**src/rtl/decode_dispatch_queue_if.sv**
```systemverilog
// Fetch-side valid/ready handshake between the InstFetcher and
// the decode/dispatch instruction queue.
interface decode_dispatch_queue_if;
  logic        fetch_valid;
  logic        fetch_ready;
  logic [31:0] fetch_addr;
  logic [31:0] fetch_inst;

  modport master (
    output fetch_valid,
    output fetch_addr,
    output fetch_inst,
    input  fetch_ready
  );

  modport slave (
    input  fetch_valid,
    input  fetch_addr,
    input  fetch_inst,
    output fetch_ready
  );
endinterface

```
**src/rtl/decode_dispatch_queue.sv**
```systemverilog
// RV32I instruction queue + head decoder: dispatches one packed uop
// per cycle to ROB and RS/LSB, redirects fetch on jumps/taken branches.
module decode_dispatch_queue #(
  parameter int IQ_DEPTH      = 4,
  parameter int ROB_WIDTH_BIT = 4,
  localparam int RW    = ROB_WIDTH_BIT,
  localparam int UOP_W = 3*RW+188
) (
  input  logic             clk_in,
  input  logic             rst_n_in,
  input  logic             rdy_in,
  input  logic             flush_in,
  decode_dispatch_queue_if.slave fetch,
  output logic [31:0]      pred_addr,
  input  logic             pred_taken,
  output logic [4:0]       reg_id1,
  output logic [4:0]       reg_id2,
  input  logic [31:0]      reg_val1,
  input  logic [31:0]      reg_val2,
  input  logic [RW:0]      reg_dep1,
  input  logic [RW:0]      reg_dep2,
  input  logic             rob_full,
  input  logic [RW-1:0]    rob_free_id,
  input  logic             rs_full,
  input  logic             lsb_full,
  output logic             rob_valid,
  output logic             rs_valid,
  output logic             lsb_valid,
  output logic [UOP_W-1:0] uop,
  output logic             redirect_valid,
  output logic [31:0]      redirect_addr
);

  localparam int PW = $clog2(IQ_DEPTH);

  logic [31:0] q_addr [IQ_DEPTH];
  logic [31:0] q_inst [IQ_DEPTH];
  logic [PW-1:0] wr_ptr, rd_ptr;
  logic [PW:0]   count;

  logic [31:0] h_addr, h_inst;
  logic [6:0]  opc;
  logic [2:0]  f3;

  assign h_addr = q_addr[rd_ptr];
  assign h_inst = q_inst[rd_ptr];
  assign opc    = h_inst[6:0];
  assign f3     = h_inst[14:12];

  assign pred_addr = h_addr;
  assign reg_id1   = h_inst[19:15];
  assign reg_id2   = h_inst[24:20];

  assign fetch.fetch_ready = (count != (PW+1)'(IQ_DEPTH));

  logic is_lui, is_auipc, is_jal, is_jalr;
  logic is_br, is_load, is_store, is_opimm, is_op;

  assign is_lui   = (opc == 7'b0110111);
  assign is_auipc = (opc == 7'b0010111);
  assign is_jal   = (opc == 7'b1101111);
  assign is_jalr  = (opc == 7'b1100111);
  assign is_br    = (opc == 7'b1100011);
  assign is_load  = (opc == 7'b0000011);
  assign is_store = (opc == 7'b0100011);
  assign is_opimm = (opc == 7'b0010011);
  assign is_op    = (opc == 7'b0110011);

  logic [31:0] imm_i, imm_b, imm_j, imm_u;

  assign imm_i = {{20{h_inst[31]}}, h_inst[31:20]};
  assign imm_b = {{19{h_inst[31]}}, h_inst[31], h_inst[7],
                  h_inst[30:25], h_inst[11:8], 1'b0};
  assign imm_j = {{11{h_inst[31]}}, h_inst[31], h_inst[19:12],
                  h_inst[20], h_inst[30:21], 1'b0};
  assign imm_u = {h_inst[31:12], 12'b0};

  logic        use_rs1, use_rs2, to_rs, to_lsb;
  logic        rob_ready, redir;
  logic [1:0]  rob_type;
  logic [4:0]  rd;
  logic [31:0] value, tgt, alt;

  always_comb begin
    use_rs1   = 1'b0;
    use_rs2   = 1'b0;
    to_rs     = 1'b0;
    to_lsb    = 1'b0;
    rob_ready = 1'b0;
    redir     = 1'b0;
    rob_type  = 2'd0;
    rd        = h_inst[11:7];
    value     = 32'd0;
    tgt       = 32'd0;
    alt       = 32'd0;
    unique case (1'b1)
      is_lui: begin
        rob_ready = 1'b1;
        value     = imm_u;
      end
      is_auipc: begin
        rob_ready = 1'b1;
        value     = h_addr + imm_u;
      end
      is_jal: begin
        rob_ready = 1'b1;
        value     = h_addr + 32'd4;
        redir     = 1'b1;
        tgt       = h_addr + imm_j;
      end
      is_jalr: begin
        use_rs1   = 1'b1;
        rob_ready = 1'b1;
        value     = h_addr + 32'd4;
        redir     = 1'b1;
        tgt       = (reg_val1 + imm_i) & ~32'd1;
      end
      is_br: begin
        use_rs1  = 1'b1;
        use_rs2  = 1'b1;
        to_rs    = 1'b1;
        rob_type = 2'd2;
        rd       = 5'd0;
        redir    = pred_taken;
        tgt      = h_addr + imm_b;
        alt      = pred_taken ? h_addr + 32'd4
                              : h_addr + imm_b;
      end
      is_load: begin
        use_rs1 = 1'b1;
        to_lsb  = 1'b1;
      end
      is_store: begin
        use_rs1  = 1'b1;
        use_rs2  = 1'b1;
        to_lsb   = 1'b1;
        rob_type = 2'd1;
        rd       = 5'd0;
      end
      is_opimm: begin
        use_rs1 = 1'b1;
        to_rs   = 1'b1;
      end
      is_op: begin
        use_rs1 = 1'b1;
        use_rs2 = 1'b1;
        to_rs   = 1'b1;
      end
      default: begin
        rob_type  = 2'd3;
        rob_ready = 1'b1;
        rd        = 5'd0;
      end
    endcase
  end

  logic        shamt;
  logic [31:0] r2;
  logic [11:0] imm12;
  logic [4:0]  unit_type;
  logic [RW:0] dep1, dep2;

  assign shamt = (f3 == 3'b001) || (f3 == 3'b101);
  assign r2 = !is_opimm ? reg_val2 :
              shamt     ? {27'd0, h_inst[24:20]} : imm_i;
  assign imm12 = is_load ? h_inst[31:20]
                         : {h_inst[31:25], h_inst[11:7]};
  assign dep1 = use_rs1 ? reg_dep1 : '0;
  assign dep2 = use_rs2 ? reg_dep2 : '0;

  always_comb begin
    unit_type = 5'd0;
    if (to_rs)
      unit_type = {is_br,
                   h_inst[30] & (is_op | (is_opimm & (f3 == 3'b101))),
                   f3};
    else if (to_lsb)
      unit_type = {1'b0, is_store, f3};
  end

  logic [UOP_W-1:0] uop_n;

  assign uop_n = {pred_taken, alt, h_addr, value, rob_ready, rd,
                  rob_type, unit_type, imm12, r2, reg_val1,
                  dep2, dep1, rob_free_id};

  logic dispatch, fire, push;

  // JALR needs a settled rs1 to form its target before dispatch
  assign dispatch = (count != '0) & rdy_in & ~flush_in & ~rob_full
                  & ~(to_rs & rs_full) & ~(to_lsb & lsb_full)
                  & ~(is_jalr & reg_dep1[RW]);
  assign fire = dispatch & redir;
  assign push = fetch.fetch_valid & fetch.fetch_ready & rdy_in
              & ~flush_in & ~fire;

  always_ff @(posedge clk_in or negedge rst_n_in) begin
    if (!rst_n_in) begin
      for (int i = 0; i < IQ_DEPTH; i++) begin
        q_addr[i] <= 32'd0;
        q_inst[i] <= 32'd0;
      end
    end else if (push) begin
      q_addr[wr_ptr] <= fetch.fetch_addr;
      q_inst[wr_ptr] <= fetch.fetch_inst;
    end
  end

  always_ff @(posedge clk_in or negedge rst_n_in) begin
    if (!rst_n_in) begin
      wr_ptr         <= '0;
      rd_ptr         <= '0;
      count          <= '0;
      rob_valid      <= 1'b0;
      rs_valid       <= 1'b0;
      lsb_valid      <= 1'b0;
      redirect_valid <= 1'b0;
      uop            <= '0;
      redirect_addr  <= 32'd0;
    end else if (rdy_in) begin
      rob_valid      <= dispatch;
      rs_valid       <= dispatch & to_rs;
      lsb_valid      <= dispatch & to_lsb;
      redirect_valid <= fire;
      if (dispatch)
        uop <= uop_n;
      if (fire)
        redirect_addr <= tgt;
      if (flush_in || fire) begin
        wr_ptr <= '0;
        rd_ptr <= '0;
        count  <= '0;
      end else begin
        if (push)
          wr_ptr <= wr_ptr + 1'b1;
        if (dispatch)
          rd_ptr <= rd_ptr + 1'b1;
        unique case ({push, dispatch})
          2'b10:   count <= count + 1'b1;
          2'b01:   count <= count - 1'b1;
          default: count <= count;
        endcase
      end
    end
  end

endmodule

```
**src/flat_wrapper.sv**
```systemverilog
// flat-port wrapper written by rule: the top's interface ports become plain ports
module decode_dispatch_queue_flat 
#(
  parameter int IQ_DEPTH      = 4,
  parameter int ROB_WIDTH_BIT = 4,
  localparam int RW    = ROB_WIDTH_BIT,
  localparam int UOP_W = 3*RW+188
)
  (clk_in, rst_n_in, rdy_in, flush_in, pred_addr, pred_taken, reg_id1, reg_id2, reg_val1, reg_val2, reg_dep1, reg_dep2, rob_full, rob_free_id, rs_full, lsb_full, rob_valid, rs_valid, lsb_valid, uop, redirect_valid, redirect_addr, fetch_fetch_valid, fetch_fetch_addr, fetch_fetch_inst, fetch_fetch_ready);
  decode_dispatch_queue_if fetch_i ();
  input  logic clk_in;
  input  logic rst_n_in;
  input  logic rdy_in;
  input  logic flush_in;
  output logic [31:0] pred_addr;
  input  logic pred_taken;
  output logic [4:0] reg_id1;
  output logic [4:0] reg_id2;
  input  logic [31:0] reg_val1;
  input  logic [31:0] reg_val2;
  input  logic [RW:0] reg_dep1;
  input  logic [RW:0] reg_dep2;
  input  logic rob_full;
  input  logic [RW-1:0] rob_free_id;
  input  logic rs_full;
  input  logic lsb_full;
  output logic rob_valid;
  output logic rs_valid;
  output logic lsb_valid;
  output logic [UOP_W-1:0] uop;
  output logic redirect_valid;
  output logic [31:0] redirect_addr;
  input wire logic [$bits(fetch_i.fetch_valid)-1:0] fetch_fetch_valid;
  input wire logic [$bits(fetch_i.fetch_addr)-1:0] fetch_fetch_addr;
  input wire logic [$bits(fetch_i.fetch_inst)-1:0] fetch_fetch_inst;
  output wire logic [$bits(fetch_i.fetch_ready)-1:0] fetch_fetch_ready;
  assign fetch_i.fetch_valid = fetch_fetch_valid;
  assign fetch_i.fetch_addr = fetch_fetch_addr;
  assign fetch_i.fetch_inst = fetch_fetch_inst;
  assign fetch_fetch_ready = fetch_i.fetch_ready;
  decode_dispatch_queue #(.IQ_DEPTH(IQ_DEPTH), .ROB_WIDTH_BIT(ROB_WIDTH_BIT)) u_core (.clk_in(clk_in), .rst_n_in(rst_n_in), .rdy_in(rdy_in), .flush_in(flush_in), .fetch(fetch_i), .pred_addr(pred_addr), .pred_taken(pred_taken), .reg_id1(reg_id1), .reg_id2(reg_id2), .reg_val1(reg_val1), .reg_val2(reg_val2), .reg_dep1(reg_dep1), .reg_dep2(reg_dep2), .rob_full(rob_full), .rob_free_id(rob_free_id), .rs_full(rs_full), .lsb_full(lsb_full), .rob_valid(rob_valid), .rs_valid(rs_valid), .lsb_valid(lsb_valid), .uop(uop), .redirect_valid(redirect_valid), .redirect_addr(redirect_addr));
endmodule
```
**config.mk**
```make
export PLATFORM = sky130hd
export DESIGN_NAME = decode_dispatch_queue_flat
export DESIGN_NICKNAME = d
export VERILOG_FILES = /design/src/rtl/decode_dispatch_queue_if.sv /design/src/rtl/decode_dispatch_queue.sv /design/src/flat_wrapper.sv
export SDC_FILE = /design/constraint.sdc
export NUM_CORES = 1
export LEC_CHECK = 0
export CAP_MARGIN = 10
export CORE_ASPECT_RATIO = 1.75
export CORE_UTILIZATION = 45
export CTS_CLUSTER_DIAMETER = 100
export DETAILED_ROUTE_END_ITERATION = 7
export DONT_BUFFER_PORTS = 1
export MAX_ROUTING_LAYER = met4
export SETUP_SLACK_MARGIN = 0.05
export SYNTH_ARGS = -nofsm -noshare
export SYNTH_HDL_FRONTEND = slang
export SYNTH_SLANG_ARGS = --single-unit
```
**constraint.sdc**
```tcl
create_clock -name clk_in -period 4.96 [get_ports clk_in]
set_input_delay 0.992 -clock clk_in [delete_from_list [all_inputs] [get_ports clk_in]]
set_output_delay 0.992 -clock clk_in [all_outputs]
set_load 0.02 [all_outputs]
```
# Yosys cells after proc, flatten, opt, wreduce, memory -nomap -nowiden

Index checks and enable logic that the tools add are counted.

Register bits after elaboration: 499
Bits of input ports: 151
Output and inout port bits: 279

Add/subtract/negate cells: 9
Magnitude comparators: 3
Eq/ne operators: 14
Muxes and demuxes: 35
Bitwise operators: 27
Reductions and logical operators: 19

Operators by type and width:

| cell                  | count |
|---|---|
| $mux 32               | 9 |
| $bwmux 128            | 2 |
| $pmux 32 s3           | 2 |
| $add 32x32->32        | 4 |
| $bmux 32 s2           | 2 |
| $demux 32 s2          | 1 |
| $add 32x3->32 const B | 1 |
| $mux 5                | 5 |
| $eq 7x6->1 const B    | 3 |
| $eq 7x7->1 const B    | 3 |
| $and 1x1->1           | 18 |
| $eq 7x5->1 const B    | 2 |
| $reduce_and 2->1      | 5 |
| $mux 2                | 4 |
| $eq 7x2->1 const B    | 1 |
| $reduce_or 7->1       | 1 |
| $ge 3x3->1 const B    | 2 |
| $not 1->1             | 6 |
| $not 2->3             | 2 |
| $pmux 2 s3            | 1 |
| $pmux 3 s2            | 1 |
| $reduce_bool 3->1     | 2 |
| $reduce_or 3->1       | 2 |
| $reduce_or 6->1       | 1 |
| 19 further kinds      | 27 |

# Longest topological paths before layout

Gate-level depths: netlist of run 1.

Depth after elaboration: 18
Depth in mapped cells: 19
Depth with buffers taken out: 16

# Worst setup path before layout of run 1

OpenSTA, ideal clock, no wires.

Path type: register to register
Start point: reg u_core.rd_ptr[0]
End point: reg u_core.redirect_addr[31]
Arrival time: 4.840 ns
Required time: 4.839 ns
Slack: -0.001 ns
Stages on the path, launching flop included: 19
Buffers on the path: 6
Clock period less this slack: 4.961 ns
Cells stage by stage: dfrtp_1 buf_4 buf_6 buf_4 buf_2 buf_2 buf_2 mux4_2 ha_1 fa_1 a211oi_1 o211ai_1 a31oi_1 o21ai_0 a41oi_1 o21ai_0 xnor2_1 nor2_1 o22a_1

RTL lines:

| element                                      | RTL line                                                   | RTL |
|---|---|---|
| start: declaration                           | decode_dispatch_queue.sv:38                                | `logic [PW-1:0] wr_ptr, rd_ptr;` |
| start signal: assignment                     | decode_dispatch_queue.sv:237                               | `rd_ptr <= rd_ptr + 1'b1;` |
| $not 2->3 (implied by the code) *            | decode_dispatch_queue.sv:45                                | `assign h_addr = q_addr[rd_ptr];` |
| $bmux 32 s2 *                                | decode_dispatch_queue.sv:45                                |  |
| $mux 32 (implied by the code) * (2 in a row) | decode_dispatch_queue.sv:45                                |  |
| named net pred_addr[1]                       | flat_wrapper.sv:15                                         | `output logic [31:0] pred_addr;` |
| $add 32x32->32 (on tied branches)            | decode_dispatch_queue.sv:125, decode_dispatch_queue.sv:109 |  |
| $pmux 32 s3 *                                | decode_dispatch_queue.sv:96                                | `unique case (1'b1)` |
| end signal: assignment                       | decode_dispatch_queue.sv:228                               | `redirect_addr <= tgt;` |
| end: declaration                             | decode_dispatch_queue.sv:31                                | `output logic [31:0] redirect_addr` |

The timed path passes the listed nets; every way through them passes the cells marked *. The select of a mux whose other input is x is not followed.
A chain may end at the register's enable or synchronous reset.

# Final worst setup path of run 1

Start point: reg u_core.rd_ptr[0]
End point: reg u_core.uop[193]

Cells in the longest elaborated chain, start to end: 13

Ends and longest elaborated chain:

| element                                                 | RTL line                                                 | RTL |
|---|---|---|
| $not 2->3 (implied by the code) *                       | decode_dispatch_queue.sv:45, decode_dispatch_queue.sv:46 |  |
| branches (longest 12 deep; another with $add 32x32->32) | -                                                        |  |
| end signal: assignment                                  | decode_dispatch_queue.sv:226                             | `uop <= uop_n;` |
| end: declaration                                        | decode_dispatch_queue.sv:29                              | `output logic [UOP_W-1:0] uop,` |

Mark *: on every way between the ends. The select of a mux whose other input is x is not followed.

==> key figures, run 1 <==
Placed design
  – Post-DP HPWL: 85670 µm
  – GP Congestion: 1.025
  – # placed instances: 3508
  – DP Area: 29340 µm²
  – Worst slack, placed: 0.2883 ns
  – Number of port buffers: 0

Setup path
  – Crit path buf inv count: 4
  – Critical Path RT: 5.43 ns
  – Critical Path Start Type: register
  – Crit path arrival time: 5.15 ns
  – Crit Path Class: reg2reg
  – Most used cell, CP: o21ai_0
  – Crit-path cells: buf_12 > mux4_2 > ha_1 > a211oi_1 > o21ai_0 > buf_4 > a32oi_1 > buf_4 > a211oi_1 > buf_4 > a21oi_1 > o21ai_0 > xor2_1 > o21ai_0 > o21ai_0
  – Delay-heaviest family, CP: compound AO/OA/AOI/OAI gates
  – Highest-delay cell along the critical path: mux4_2
  – Crit. End Element: register
  – CP max FO: 17
  – CP max stage delay: 0.66 ns
  – Worst R2R Setup Slack: 0.27 ns

Power
  – P_leak: 14.30 nW
  – Worst VDD drop: 0.0004253 V
  – PwrDens: 697.9 nW/µm²

Timing
  – Tmin final: 4.686 ns
  – Final period utilization: 94.48%
  – Final setup viols: 0
  – Max Freq: 0.2134 GHz
  – RSZ-0062 raised after global routing: no
  – Final setup margin: 0.2737 ns
  – Final max-slew violation count: 433
  – Slew margin rel.: -139.4%
  – Setup TNS: 0 ns
  – Final hold vios: 0
  – Worst slew pin tran: 3.592 ns
  – Clock skew: 0.02439 ns

Final layout
  – Fin cells: 3593
  – Post-route cell area: 31040 µm²
  – Layout Nets: 3009
  – Area grow syn2layout: 11.89%
  – Fraction of layout cells with a size suffix above 1: 13.15%

GRT
  – Vias in the first global route: 22.33k
  – GRT Residual Overflow: 0
  – GR Util All Layers: 35.86%
  – First-pass GRT wire length: 156700 µm
  – Initial antenna violation count: 1
  – Largest net degree at the start of global routing: 500

Route
  – Post-route ant nets: 0
  – Initial drt markers: 1481
  – DR vias: 21.93k
  – Routed WL per cell: 30.55 µm
  – DRC viols: 0
  – Routed vias/inst: 6.102
  – Pre-Repair DR Iteration Count: 5
  – Final WL: 109800 µm

CTS
  – Clk sink count: 499
  – CTS hold repair buffers: 0
  – Post-CTS Setup Inserts: 0
  – CTS tree: built
  – H-tree levels: 2
  – Clk pin slew, worst setup/hold paths: 0.06 ns
  – Clk root buf: clkbuf_16
  – CTS max path bufs: 3
  – Skew-Pair Late Insertion Delay: 0.62 ns
  – CTS buffer count: 46

Floorplanning
  – Die area: 62690 µm²
  – Total core area: 61110 µm²
  – # IOs: 430
  – Core Rows: 120
  – DIE WIDTH: 189.7 µm
  – DIE HEIGHT: 330.5 µm
  – Starting Density: 45.40%

Status
  – Failing checks: slew limit
  – Status: finished, violations left

Synth
  – Post-Synthesis Net Count: 2950
  – Post-Synthesis Cells: 2704
  – Distinct cells, synth: 77
  – Primary FF master, synth: dfrtp_1
  – Cell Area, Synth: 27740 µm²
  – Post-synth ARST share: 100.0%
  – Seq cells post-synth: 499
  – Number of flops mapped to enable cells by yosys: 0
  – Synth area leader: dfrtp_1
  – Synth top area cells: dfrtp_1 45%, mux2_1 10%, nand2_1 6.7%
  – Seq/Total Area, Yosys: 45.01%
  – Syn. warnings: 0
  – Mean Syn Cell Area: 10.26 µm²
  – Yosys top cell area share: 45.01%

Min path
  – Worst min path class: in2async

Flow run
  – Max_cap viols: 0
## report_power, final
part           switching [W]  internal [W]  total [W]
logic                0.00705       0.00417     0.0112
registers            0.00132       0.00515    0.00647
clock network        0.00169       0.00229    0.00398
total                 0.0101        0.0116     0.0217
## cells in the mapped netlist, drive strengths merged, types with 8 or more instances
| cell | count |
|---|---|
| and2 | 9 |
| or2 | 11 |
| a21o | 45 |
| o31ai | 12 |
| a221oi | 18 |
| nand3 | 43 |
| a21oi | 159 |
| o221ai | 8 |
| inv | 33 |
| o21bai | 13 |
| nor3 | 24 |
| a211oi | 17 |
| a22o | 10 |
| nand2 | 497 |
| a22oi | 11 |
| and3 | 33 |
| dfrtp | 499 |
| xnor2 | 70 |
| mux4 | 63 |
| o22ai | 15 |
| xor2 | 48 |
| o21a | 16 |
| mux2i | 14 |
| buf | 67 |
| nor2 | 155 |
| o21ai | 174 |
| mux2 | 261 |
| ha | 90 |
| o211ai | 16 |
| clkbuf | 103 |
| nand4 | 15 |
| nand2b | 16 |
| a31oi | 38 |
## per-stage QoR
| stage | util [%] | hold slack [ns] | total power, W |
|---|---|---|---|
| detailed placement | 48.01 | 0.4687 | 0.01758 |
| floorplan | - | 0.4524 | 0.01271 |
| CTS | 50.79 | 0.06116 | 0.02163 |
| finish | 50.80 | 0.09911 | 0.02167 |
| global route | 50.80 | 0.06464 | 0.02263 |
| global placement | 48.01 | 0.4615 | 0.01752 |
## cells in the final DEF (no fill, tap or decap), types with 16 or more instances in the layout
master,Yosys,layout
mux4_2,63,63
a21oi_1,159,159
a211oi_1,17,17
o21ai_0,161,159
nor3_1,21,21
mux2_1,256,256
inv_1,31,31
a221oi_1,18,18
xor2_1,48,48
nand3_1,43,43
nor2_1,153,153
o21a_1,16,16
nand2_1,497,496
and3_1,33,29
nand2b_1,16,16
a31oi_1,38,38
xnor2_1,70,70
o211ai_1,16,16
dfrtp_1,499,497
buf_4,13,171
a21o_1,45,45
ha_1,90,90
clkbuf_16,0,46
## cell type report
type	instances	area [µm²]
tap	793	992.2
antenna	1	2.502
timing repair buffer	181	1484
clock buffer	54	1241
fill	5537	30070
inverter	33	126.4
sequential	499	12490
clock inverter	30	457.9
multi-input combinational	2002	14240
## flip-flops by register name, indices dropped and copies added, names as in the netlist
name / flops
u_core.uop: 200
u_core.rob_valid: 1
u_core.wr_ptr: 2
u_core.q_addr: 128
u_core.q_inst: 128
u_core.lsb_valid: 1
u_core.rs_valid: 1
u_core.rd_ptr: 2
u_core.count: 3
u_core.redirect_addr: 32
u_core.redirect_valid: 1
## what timing repair did
| item | 4_1_cts | 5_1_grt |
|---|---|---|
| gates resized for setup | 0 | 1 |
| hold endpoints to repair | 0 | 0 |
| setup endpoints to repair | 0 | 1 |
## worst paths after layout
kind,from,to,depth (start not counted)
setup / recovery,u_core.rd_ptr[0]$_DFFE_PN0P_,u_core.uop[193]$_DFFE_PN0P_,15
hold / removal,rst_n_in,u_core.uop[185]$_DFFE_PN0P_,0
setup reg to reg,u_core.rd_ptr[0]$_DFFE_PN0P_,u_core.uop[193]$_DFFE_PN0P_,15
hold reg to reg,u_core.q_inst[58]$_DFFE_PN0P_,u_core.q_inst[58]$_DFFE_PN0P_,1
max in group asynchronous,rst_n_in,u_core.uop[5]$_DFFE_PN0P_,0
min in group clk_in,flush_in,u_core.rd_ptr[0]$_DFFE_PN0P_,1
## per-layer routing
metal  share of wire [%]  global-route usage [%]
met1                  36                   38.07
met2                  51                   61.76
met3                 5.6                   6.431
met4                 7.0                   21.91
met5                   0                       -
## kinds of logic after synthesis
group	count (synthesis)	share of synthesized area, %
AOI/OAI and AO/OA	608	13.68
xor gates and xnor gates	118	3.725
adders and majority gates	95	4.420
buffers and inverters	203	3.797
DFF	499	45.01
muxes	338	16.21
and+or+nand+nor	843	13.16
(Power assumes the default switching activity.)
==> run 2: changes to the inputs <==
ABC_AREA = 1   (was default)
==> run 2 against run 1 <==
  * Maximum frequency is 0.31% higher
  * The flow still finishes with violations (slew limit)
  * Non-clock buffer count decreased by 49
  * Global-route usage is 6.3 points higher
  * Cell area up 4.4%
  * Routed wire length increased by 25%
  * Worst hold slack lost 0.051 ns
  * Via count is 32% higher
  * Clock skew is 0.0054 ns higher
  * Register-to-register slack barely moved
  * Synthesized cell count increased by 54%
  * Critical endpoint is now u_core.redirect_addr[27]$_DFFE_PN0P_
  * Count of clock-buffer cells in the layout up 9
  * Combinational power grew 70%
==> key figures, run 2 <==
Timing
  – Hold_ws: 0.04818 ns
  – Tmin final: 4.672 ns
  – Final setup viols: 0
  – Final hold vios: 0
  – Setup TNS: 0 ns
  – Worst slew pin tran: 2.799 ns
  – Max Freq: 0.2140 GHz
  – Clock skew: 0.02978 ns
  – Slew margin rel.: -86.62%
  – RSZ-0062 raised after global routing: no
  – Final max-slew violation count: 315
  – Final period utilization: 94.19%

Final layout
  – Top flop regs: u_core.uop (200), u_core.q_addr (128), u_core.q_inst (128)
  – Largest Register: u_core.uop
  – Fraction of layout cells with a size suffix above 1: 6.313%
  – Largest register FFs: 200
  – Most frequent cells in the layout: 1558 x nand2_1, 497 x dfrtp_1, 492 x o21ai_0, 299 x inv_1, 270 x nor2_1
  – Commonest non-fill, non-tap cell in the layout: nand2_1
  – Area grow syn2layout: 9.491%
  – Layout Nets: 4393
  – Multi-input combinational cell area: 15010 µm²
  – Register area: 12490 µm²
  – Fillers: 6790

Synth
  – Top post-synthesis cells by count: 1559 x nand2_1, 499 x dfrtp_1, 492 x o21ai_0
  – Post-Synthesis Net Count: 4417
  – Number of flops mapped to enable cells by yosys: 0
  – Synth area leader: dfrtp_1
  – Synth top area cells: dfrtp_1 42%, nand2_1 20%, o21ai_0 8.3%
  – Seq/Total Area, Yosys: 42.17%
  – Top-count cell post-synth: nand2_1
  – Cell Area, Synth: 29610 µm²
  – Yosys top cell area share: 42.17%
  – Primary FF master, synth: dfrtp_1
  – Distinct cells, synth: 48
  – Seq cells post-synth: 499
  – Syn. warnings: 0
  – Mean Syn Cell Area: 7.099 µm²
  – Post-synth ARST share: 100.0%
  – Post-Synthesis Cells: 4171

Floorplanning
  – Die area: 66870 µm²
  – DIE WIDTH: 195.9 µm
  – # IOs: 430
  – Total core area: 65160 µm²
  – DIE HEIGHT: 341.3 µm
  – Starting Density: 45.44%
  – Core Rows: 124

Flow run
  – Max_cap viols: 0

Route
  – Post-route ant nets: 0
  – Initial drt markers: 2177
  – Routed WL per cell: 27.50 µm
  – Final WL: 137700 µm
  – DRC viols: 0
  – Routed vias/inst: 5.798
  – DR vias: 29.04k
  – Pre-Repair DR Iteration Count: 7

Status
  – Failing checks: slew limit
  – Status: finished, violations left

GRT
  – Initial antenna violation count: 6
  – Largest net degree at the start of global routing: 500
  – GR Util All Layers: 42.11%
  – GRT Residual Overflow: 0
  – Vias in the first global route: 28.04k
  – First-pass GRT wire length: 195400 µm

CTS
  – Clk sink count: 499
  – Clk root buf: clkbuf_16
  – H-tree levels: 2
  – Post-cts sizing count: 0
  – CTS hold repair buffers: 0
  – CTS buffer count: 46
  – CTS max path bufs: 3
  – CTS tree: built
  – Post-CTS Setup Inserts: 0
  – Clk pin slew, worst setup/hold paths: 0.06 ns
  – Skew-Pair Late Insertion Delay: 0.65 ns

Setup path
  – Crit Path Class: reg2reg
  – FF-to-FF End: u_core.redirect_addr[27]$_DFFE_PN0P_
  – Worst R2R Setup Slack: 0.29 ns
  – R2r worst-path depth: 18
  – CP max stage delay: 0.84 ns
  – Crit-path cells: inv_4 > buf_4 > nand2_1 > a32oi_2 > fa_1 > nand2_1 > nand2_1 > nand3b_1 > nand2_1 > inv_1 > o21ai_0 > nand3_1 > nand3_1 > nand2_1 > nand3_1 > nand3_1 > nand2_1 > nand2_1
  – Critical Path RT: 5.47 ns
  – Most used cell, CP: nand2_1
  – Highest-delay cell along the critical path: o21ai_0
  – Crit path arrival time: 5.18 ns
  – Worst r2r src: u_core.rd_ptr[0]$_DFFE_PN0P_
  – CP max FO: 30
  – Crit. End Element: register
  – Critical Path Start Type: register

Min path
  – Worst min path class: in2async

Placed design
  – GP Congestion: 1.089
  – Post-DP HPWL: 104300 µm
  – Number of port buffers: 0

Power
  – PwrDens: 906.1 nW/µm²
  – P_leak: 16.56 nW
  – Worst VDD drop: 0.0004416 V
## run 2: power by group
part	total [W]	switching (W)	internal, W
Clock	0.00381	0.00171	0.00210
Sequential	0.00657	0.00138	0.00519
Combinational	0.0190	0.0139	0.00512
Total	0.0294	0.0170	0.0124
## run 2: layout make-up
type | instances | area share [%]
multi-input cells | 3162 | 46.31
flip-flops and latches | 499 | 38.53
clock buffers | 63 | 4.087
inverters | 306 | 3.566
repair buffers | 132 | 3.520
well taps | 819 | 3.161
clock inverters | 20 | 0.7642
diodes | 7 | 0.05403
## run 2: how the worst max path moves through the flow
stage,start,end
after floorplan,u_core.rd_ptr[1]$_DFFE_PN0P_,u_core.redirect_addr[23]$_DFFE_PN0P_
after global placement,u_core.rd_ptr[0]$_DFFE_PN0P_,u_core.redirect_addr[27]$_DFFE_PN0P_
after global routing,u_core.rd_ptr[0]$_DFFE_PN0P_,u_core.uop[132]$_DFFE_PN0P_
after detailed placement,u_core.rd_ptr[0]$_DFFE_PN0P_,u_core.redirect_addr[27]$_DFFE_PN0P_
after CTS,u_core.rd_ptr[0]$_DFFE_PN0P_,u_core.redirect_addr[27]$_DFFE_PN0P_
final,u_core.rd_ptr[0]$_DFFE_PN0P_,u_core.redirect_addr[27]$_DFFE_PN0P_
## run 2: cells by family after synthesis
logic type | synth area share [%]
AND/OR/NAND/NOR | 30.06
buffers and inverters | 7.235
adder cells (fa/ha/maj) | 4.141
XOR/XNOR | 1.183
AO/OA/AOI/OAI | 15.21
flip-flops | 42.17
## run 2: layer usage
layer  global-route usage [%]  part of all wire (%)  vias up
li1                         -                     -    13551
met1                    41.35                    34    13977
met2                    71.15                    50     1101
met3                    8.309                   6.0      408
met4                    36.12                    10        0
met5                        -                     0        -
## run 2: per-stage QoR
step / instances / power [W] / cell area, µm² / util (%) / setup slack [ns]
floorplan: 4171 / 0.01700 / 29610 / - / 1.124
global placement: 4918 / 0.02504 / 30830 / 47.31 / 0.4402
detailed placement: 4918 / 0.02496 / 30830 / 47.31 / 0.4410
CTS: 5001 / 0.02882 / 32400 / 49.72 / 0.4236
global route: 5008 / 0.03071 / 32420 / 49.75 / 0.1777
finish: 5008 / 0.02938 / 32420 / 49.75 / 0.2879
## run 2: critical path: cells and delay by family (launching register included)
kind,cells,cell delay (ns)
fa+ha+maj,1,0.41
buf+inv,3,0.74
simple gates,12,1.21
compound gates,2,1.54
flops,1,0.64
